--- src/rtl/chk_ctrl_pkg.sv ---
// chk_ctrl_pkg: shared state encoding and timestamp width for the check controller
package chk_ctrl_pkg;
  localparam int TS_W = 16;
  typedef enum logic [1:0] {SETTLE = 2'd0, ARMED = 2'd1, OFF = 2'd2} state_t;
endpackage

--- src/rtl/rr_arb.sv ---
// rr_arb: round-robin index arbiter, search starts one past the last granted index
module rr_arb #(
  parameter int N = 4
) (
  input  logic                 clk,
  input  logic                 rst_n,
  input  logic [N-1:0]         req,
  input  logic                 advance,
  output logic [$clog2(N)-1:0] grant,
  output logic                 grant_vld
);
  localparam int IW = $clog2(N);
  logic [IW-1:0] last;
  logic [IW-1:0] idx;
  // descending loop so the closest index after last wins
  always_comb begin
    grant = '0;
    grant_vld = 1'b0;
    idx = '0;
    for (int k = N - 1; k >= 0; k--) begin
      idx = IW'((int'(last) + 1 + k) % N);
      if (req[idx]) begin
        grant = idx;
        grant_vld = 1'b1;
      end
    end
  end
  always_ff @(posedge clk or negedge rst_n)
    if (!rst_n) last <= IW'(N - 1);
    else if (advance && grant_vld) last <= grant;
endmodule

--- src/rtl/chk_ctrl.sv ---
// chk_ctrl: global checker enable FSM with failure counting, overflow flags and a
// registered round-robin failure report stage
module chk_ctrl
  import chk_ctrl_pkg::*;
#(
  parameter int N_CHK      = 4,
  parameter int SETTLE_CYC = 16,
  parameter int CNT_W      = 8
) (
  input  logic                     clk,
  input  logic                     rst_n,
  input  logic                     sw_off,
  input  logic                     sw_on,
  input  logic                     sw_clr,
  input  logic [N_CHK-1:0]         chk_fail,
  output logic [N_CHK-1:0]         chk_en,
  output logic                     rpt_valid,
  input  logic                     rpt_ready,
  output logic [$clog2(N_CHK)-1:0] rpt_id,
  output logic [TS_W-1:0]          rpt_time,
  output logic [CNT_W-1:0]         fail_cnt,
  output logic [N_CHK-1:0]         ovf,
  output logic [1:0]               state
);
  localparam int IW  = $clog2(N_CHK);
  localparam int SCW = $clog2(SETTLE_CYC + 1);
  localparam int SW  = CNT_W + 5;
  state_t cur, nxt;
  logic [SCW-1:0] settle_cnt;
  logic [TS_W-1:0] cyc;
  logic [TS_W-1:0] ts [N_CHK];
  logic [N_CHK-1:0] pending, acc, stage, clr, req;
  logic load, gnt_vld;
  logic [IW-1:0] gnt;
  logic [SW-1:0] n_acc, sum;
  assign state = cur;
  assign acc   = chk_fail & chk_en;
  assign load  = !rpt_valid || rpt_ready;
  assign stage = rpt_valid ? (N_CHK'(1) << rpt_id) : '0;
  assign clr   = rpt_ready ? stage : '0;
  assign req   = pending & ~stage;
  always_comb begin
    nxt = OFF;
    case (cur)
      SETTLE:  nxt = sw_off ? OFF : (settle_cnt == SCW'(SETTLE_CYC - 1)) ? ARMED : SETTLE;
      ARMED:   nxt = sw_off ? OFF : ARMED;
      OFF:     nxt = (sw_on && !sw_off) ? ARMED : OFF;
      default: nxt = OFF;
    endcase
  end
  // several checkers may fail in one cycle, so the counter adds a popcount
  always_comb begin
    n_acc = '0;
    for (int i = 0; i < N_CHK; i++) n_acc = n_acc + SW'(acc[i]);
    sum = (sw_clr ? '0 : SW'(fail_cnt)) + n_acc;
  end
  rr_arb #(.N(N_CHK)) u_arb (
    .clk      (clk),
    .rst_n    (rst_n),
    .req      (req),
    .advance  (load),
    .grant    (gnt),
    .grant_vld(gnt_vld)
  );
  always_ff @(posedge clk or negedge rst_n)
    if (!rst_n) begin
      cur        <= SETTLE;
      settle_cnt <= '0;
      cyc        <= '0;
      chk_en     <= '0;
      pending    <= '0;
      for (int i = 0; i < N_CHK; i++) ts[i] <= '0;
      rpt_valid  <= 1'b0;
      rpt_id     <= '0;
      rpt_time   <= '0;
      fail_cnt   <= '0;
      ovf        <= '0;
    end else begin
      cur <= nxt;
      if (cur == SETTLE) settle_cnt <= settle_cnt + SCW'(1);
      cyc      <= cyc + TS_W'(1);
      chk_en   <= (nxt == ARMED) ? '1 : '0;
      pending  <= acc | (pending & ~clr);
      ovf      <= (sw_clr ? '0 : ovf) | (acc & pending & ~clr);
      fail_cnt <= (sum > SW'({CNT_W{1'b1}})) ? '1 : sum[CNT_W-1:0];
      // a still-pending failure keeps its first timestamp
      for (int i = 0; i < N_CHK; i++)
        if (acc[i] && !(pending[i] && !clr[i])) ts[i] <= cyc;
      if (load) begin
        rpt_valid <= gnt_vld;
        if (gnt_vld) begin
          rpt_id   <= gnt;
          rpt_time <= ts[gnt];
        end
      end
    end
endmodule

--- config.mk ---
export PLATFORM = sky130hd
export DESIGN_NAME = chk_ctrl
export DESIGN_NICKNAME = d
export VERILOG_FILES = /design/src/rtl/chk_ctrl_pkg.sv /design/src/rtl/rr_arb.sv /design/src/rtl/chk_ctrl.sv
export SDC_FILE = /design/constraint.sdc
export NUM_CORES = 1
export LEC_CHECK = 0
export BUFFER_PORTS_ARGS = -buffer_cell sky130_fd_sc_hd__clkbuf_2
export CAP_MARGIN = 20
export CORE_ASPECT_RATIO = 0.9
export CORE_MARGIN = 2
export CORE_UTILIZATION = 60
export DETAILED_ROUTE_END_ITERATION = 8
export PLACE_DENSITY = 0.86
export SYNTH_ARGS = -nofsm -noshare
export SYNTH_HDL_FRONTEND = slang
export SYNTH_SLANG_ARGS = --single-unit
--- constraint.sdc ---
create_clock -name clk -period 2.9 [get_ports clk]
set_input_delay 0.58 -clock clk [delete_from_list [all_inputs] [get_ports clk]]
set_output_delay 0.58 -clock clk [all_outputs]
set_load 0.02 [all_outputs]
==> metrics.yaml <==
worst_setup_path:
  critPathSlowestCell: "dfrtp_1"
  end_kind: "flop"
  worstPathArrival_ns: 2.85
  worst_path_most_repeated_cell: "fa_1"
  critical_path_peak_fanout: 10
  crit_type: "flop to flop"
  start_kind: "flop"
  critical_path.max_stage_delay_ns: 0.50
  worstPathCellList: "nand2_1 > fa_1 > fa_1 > nor3_1 > nand4b_1 > o21ai_0"
  cp.required_ns: 3.33
  reg2reg_setup_slack_ns: 0.48
cells_and_area:
  fin_util: 0.7042
  final_cells: 660
  drive_above_1_share: 0.3502
  antenna_cells: 0
  nets: 537
  area_growth_pct: 15.08
yosys:
  yosys-top-cells-area: "dfrtp_1 53%, mux2_2 14%, mux2i_1 6.0%"
  synth_common_cells: "123 x dfrtp_1, 74 x mux2_2, 46 x nand2_1"
  syn_inst: 470
  synth_edf_count: 0
  synth.largest_area_cell: "dfrtp_1"
  synth-seq-cells: 125
  synth_top_area_share: 0.5255
  yosysMostFrequentCell: "dfrtp_1"
  yosysWarnings: 0
  async_reset_ff_frac: 1.000
  syn_area_per_cell_um2: 12.46
  synth_cell_types: 53
  syn_area_um2: 5857
  ys.flop_type: "dfrtp_1"
  syn_nets: 486
  yosysSeqAreaShare: 0.5345
clock_network:
  cts_root_buf: "clkbuf_8"
  clock_path_buffers: 2
  numCtsBuffers: 17
  cts.hold.buffers_added: 0
  insertion_delay_ns: 0.52
  clkTransAtPathRegs_ns: 0.06
  cts_resized: 0
  clkSinkCount: 125
  post-cts-setup-buffers: 0
  htree_levels: 4
  cts_tree: "yes"
routing:
  drtPass1Iterations: 4
  drt_iter0_markers: 222
  drt_wl_total_mm: 11.86
  num_vias: 3757
  viasPerCell: 5.692
  drc: 0
  ant_nets: 0
  wl_per_cell_um: 17.98
global_route:
  grtUsageTotal: 0.2438
  grt_pass1_vias: 3979
  grt_max_degree: 58
  antenna_found_initial: 0
  grt-ovfl-total: 0
  grt_first_pass_wirelength_mm: 19.88
timing:
  worstMarginPinSlew_ns: 0.5879
  rsz0062_at_grt: "no"
  final.setup.tns_ns: 0
  period_minus_slack_ns: 2.423
  skew_ns: 0.01213
  setup_viol: 0
  fin_crit_sh: 0.8357
  slew_headroom: 0.6081
  slew_viol_final: 0
  fin_hold_ws_ns: 0.05051
  max_freq_ghz: 0.4126
  finalHoldViolCount: 0
  setup_slack_ns: 0.4766
floorplanning:
  die_w_um: 108.1
  start_util: 0.6119
  die_h_um: 97.73
  die_area_um2: 10570
  core_um2: 9572
  num_io_pins: 47
  row_count: 34
placement:
  port_buffers: 46
  hpwl_mm: 7.275
  dp.cells: 628
  place.gp.congestion: 0.8931
  dpl_worst_slack_ns: 0.01101
status:
  outcome: "finished clean"
power:
  vdd_ir_drop_max_mv: 0.8264
  power_leakage_nw: 3.228
  p_per_area_nw_per_um2: 1023
hold_path:
  hp-class: "primary input to asynchronous set/reset pin"
run:
  drv_cap: 0
-- critical path, delay by kind of cell, from the launching register on --
family	cells	cell delay, ns
simple gates	3	0.73
flops	1	0.50
fa+ha+maj	2	0.93
compound gates	1	0.17
-- stage by stage --
step	area (µm²)	power [W]
after global routing	6740	0.007225
after CTS	6740	0.006924
after global placement	6172	0.004750
after detailed placement	6172	0.004869
final	6740	0.006892
after floorplan	5857	0.004473
-- flip-flops by register name (all words and copies together) (netlist names) --
name,count
ts,64
cyc,16
rpt_time,16
fail_cnt,8
settle_cnt,5
ovf,4
pending,4
rpt_id,2
state,2
u_arb.last,2
chk_en,1
rpt_valid,1
-- cell type report --
cell class	instances	area, µm²
flip-flops and latches	125	3131
inverters	11	41.29
well taps	126	157.7
repair buffers	59	342.8
multi-input cells	307	2500
fillers	624	2831
clock inverters	15	153.9
clock buffers	17	414.1
-- layer usage --
layer  wire length [µm]  vias up  track usage
met4                 57        0      0.06114
li1                   -     1748            -
met3                570        7      0.06075
met1               5151     1902       0.3346
met2               6085      100       0.3948
met5                  0        -            0
-- where the power goes --
part	leakage, nW	total, W	internal [W]	switching, W
logic	1.33	0.00247	0.00114	0.00133
clock network	0.270	0.00201	0.00116	0.000844
registers	1.62	0.00242	0.00209	0.000325
total	3.23	0.00689	0.00440	0.00250
-- placed cells by master, fill, tap and decap left out, drive strengths merged, types with 3 or more instances in the layout --
cell      count
dfrtp       123
mux2         84
clkbuf       62
nand2        46
mux2i        35
o21ai        23
inv          18
xnor2        16
nor2         14
buf          14
nand3        10
nand2b        9
xor2          6
a21oi         6
and3          5
nand4         5
nor2b         5
o22ai         5
ha            4
clkinv        4
and2          4
nor3          3
clkinvlp      3
-- kinds of logic (layout without fill, tap and decap cells) --
logic type / Yosys count / count (layout) / synth area share
multiplexers: 119 / 119 / 0.2277
XOR/XNOR: 22 / 22 / 0.03290
AO/OA/AOI/OAI: 50 / 50 / 0.05640
flip-flops: 125 / 125 / 0.5345
adder cells (fa/ha/maj): 7 / 7 / 0.01709
AND/OR/NAND/NOR: 109 / 109 / 0.09015
buffers and inverters: 38 / 102 / 0.04123
-- final timing paths --
path / startpoint / cells past startpoint / end
min in group clk: sw_off / 2 / state[1]
min: rst_n / 1 / settle_cnt[2]
max: chk_en[2] / 6 / fail_cnt[4]
min reg2reg: rpt_time[14] / 2 / rpt_time[14]
max reg2reg: chk_en[2] / 6 / fail_cnt[4]
max in group asynchronous: rst_n / 2 / rpt_time[11]
No activity file was read; power rests on OpenSTA's default activity.
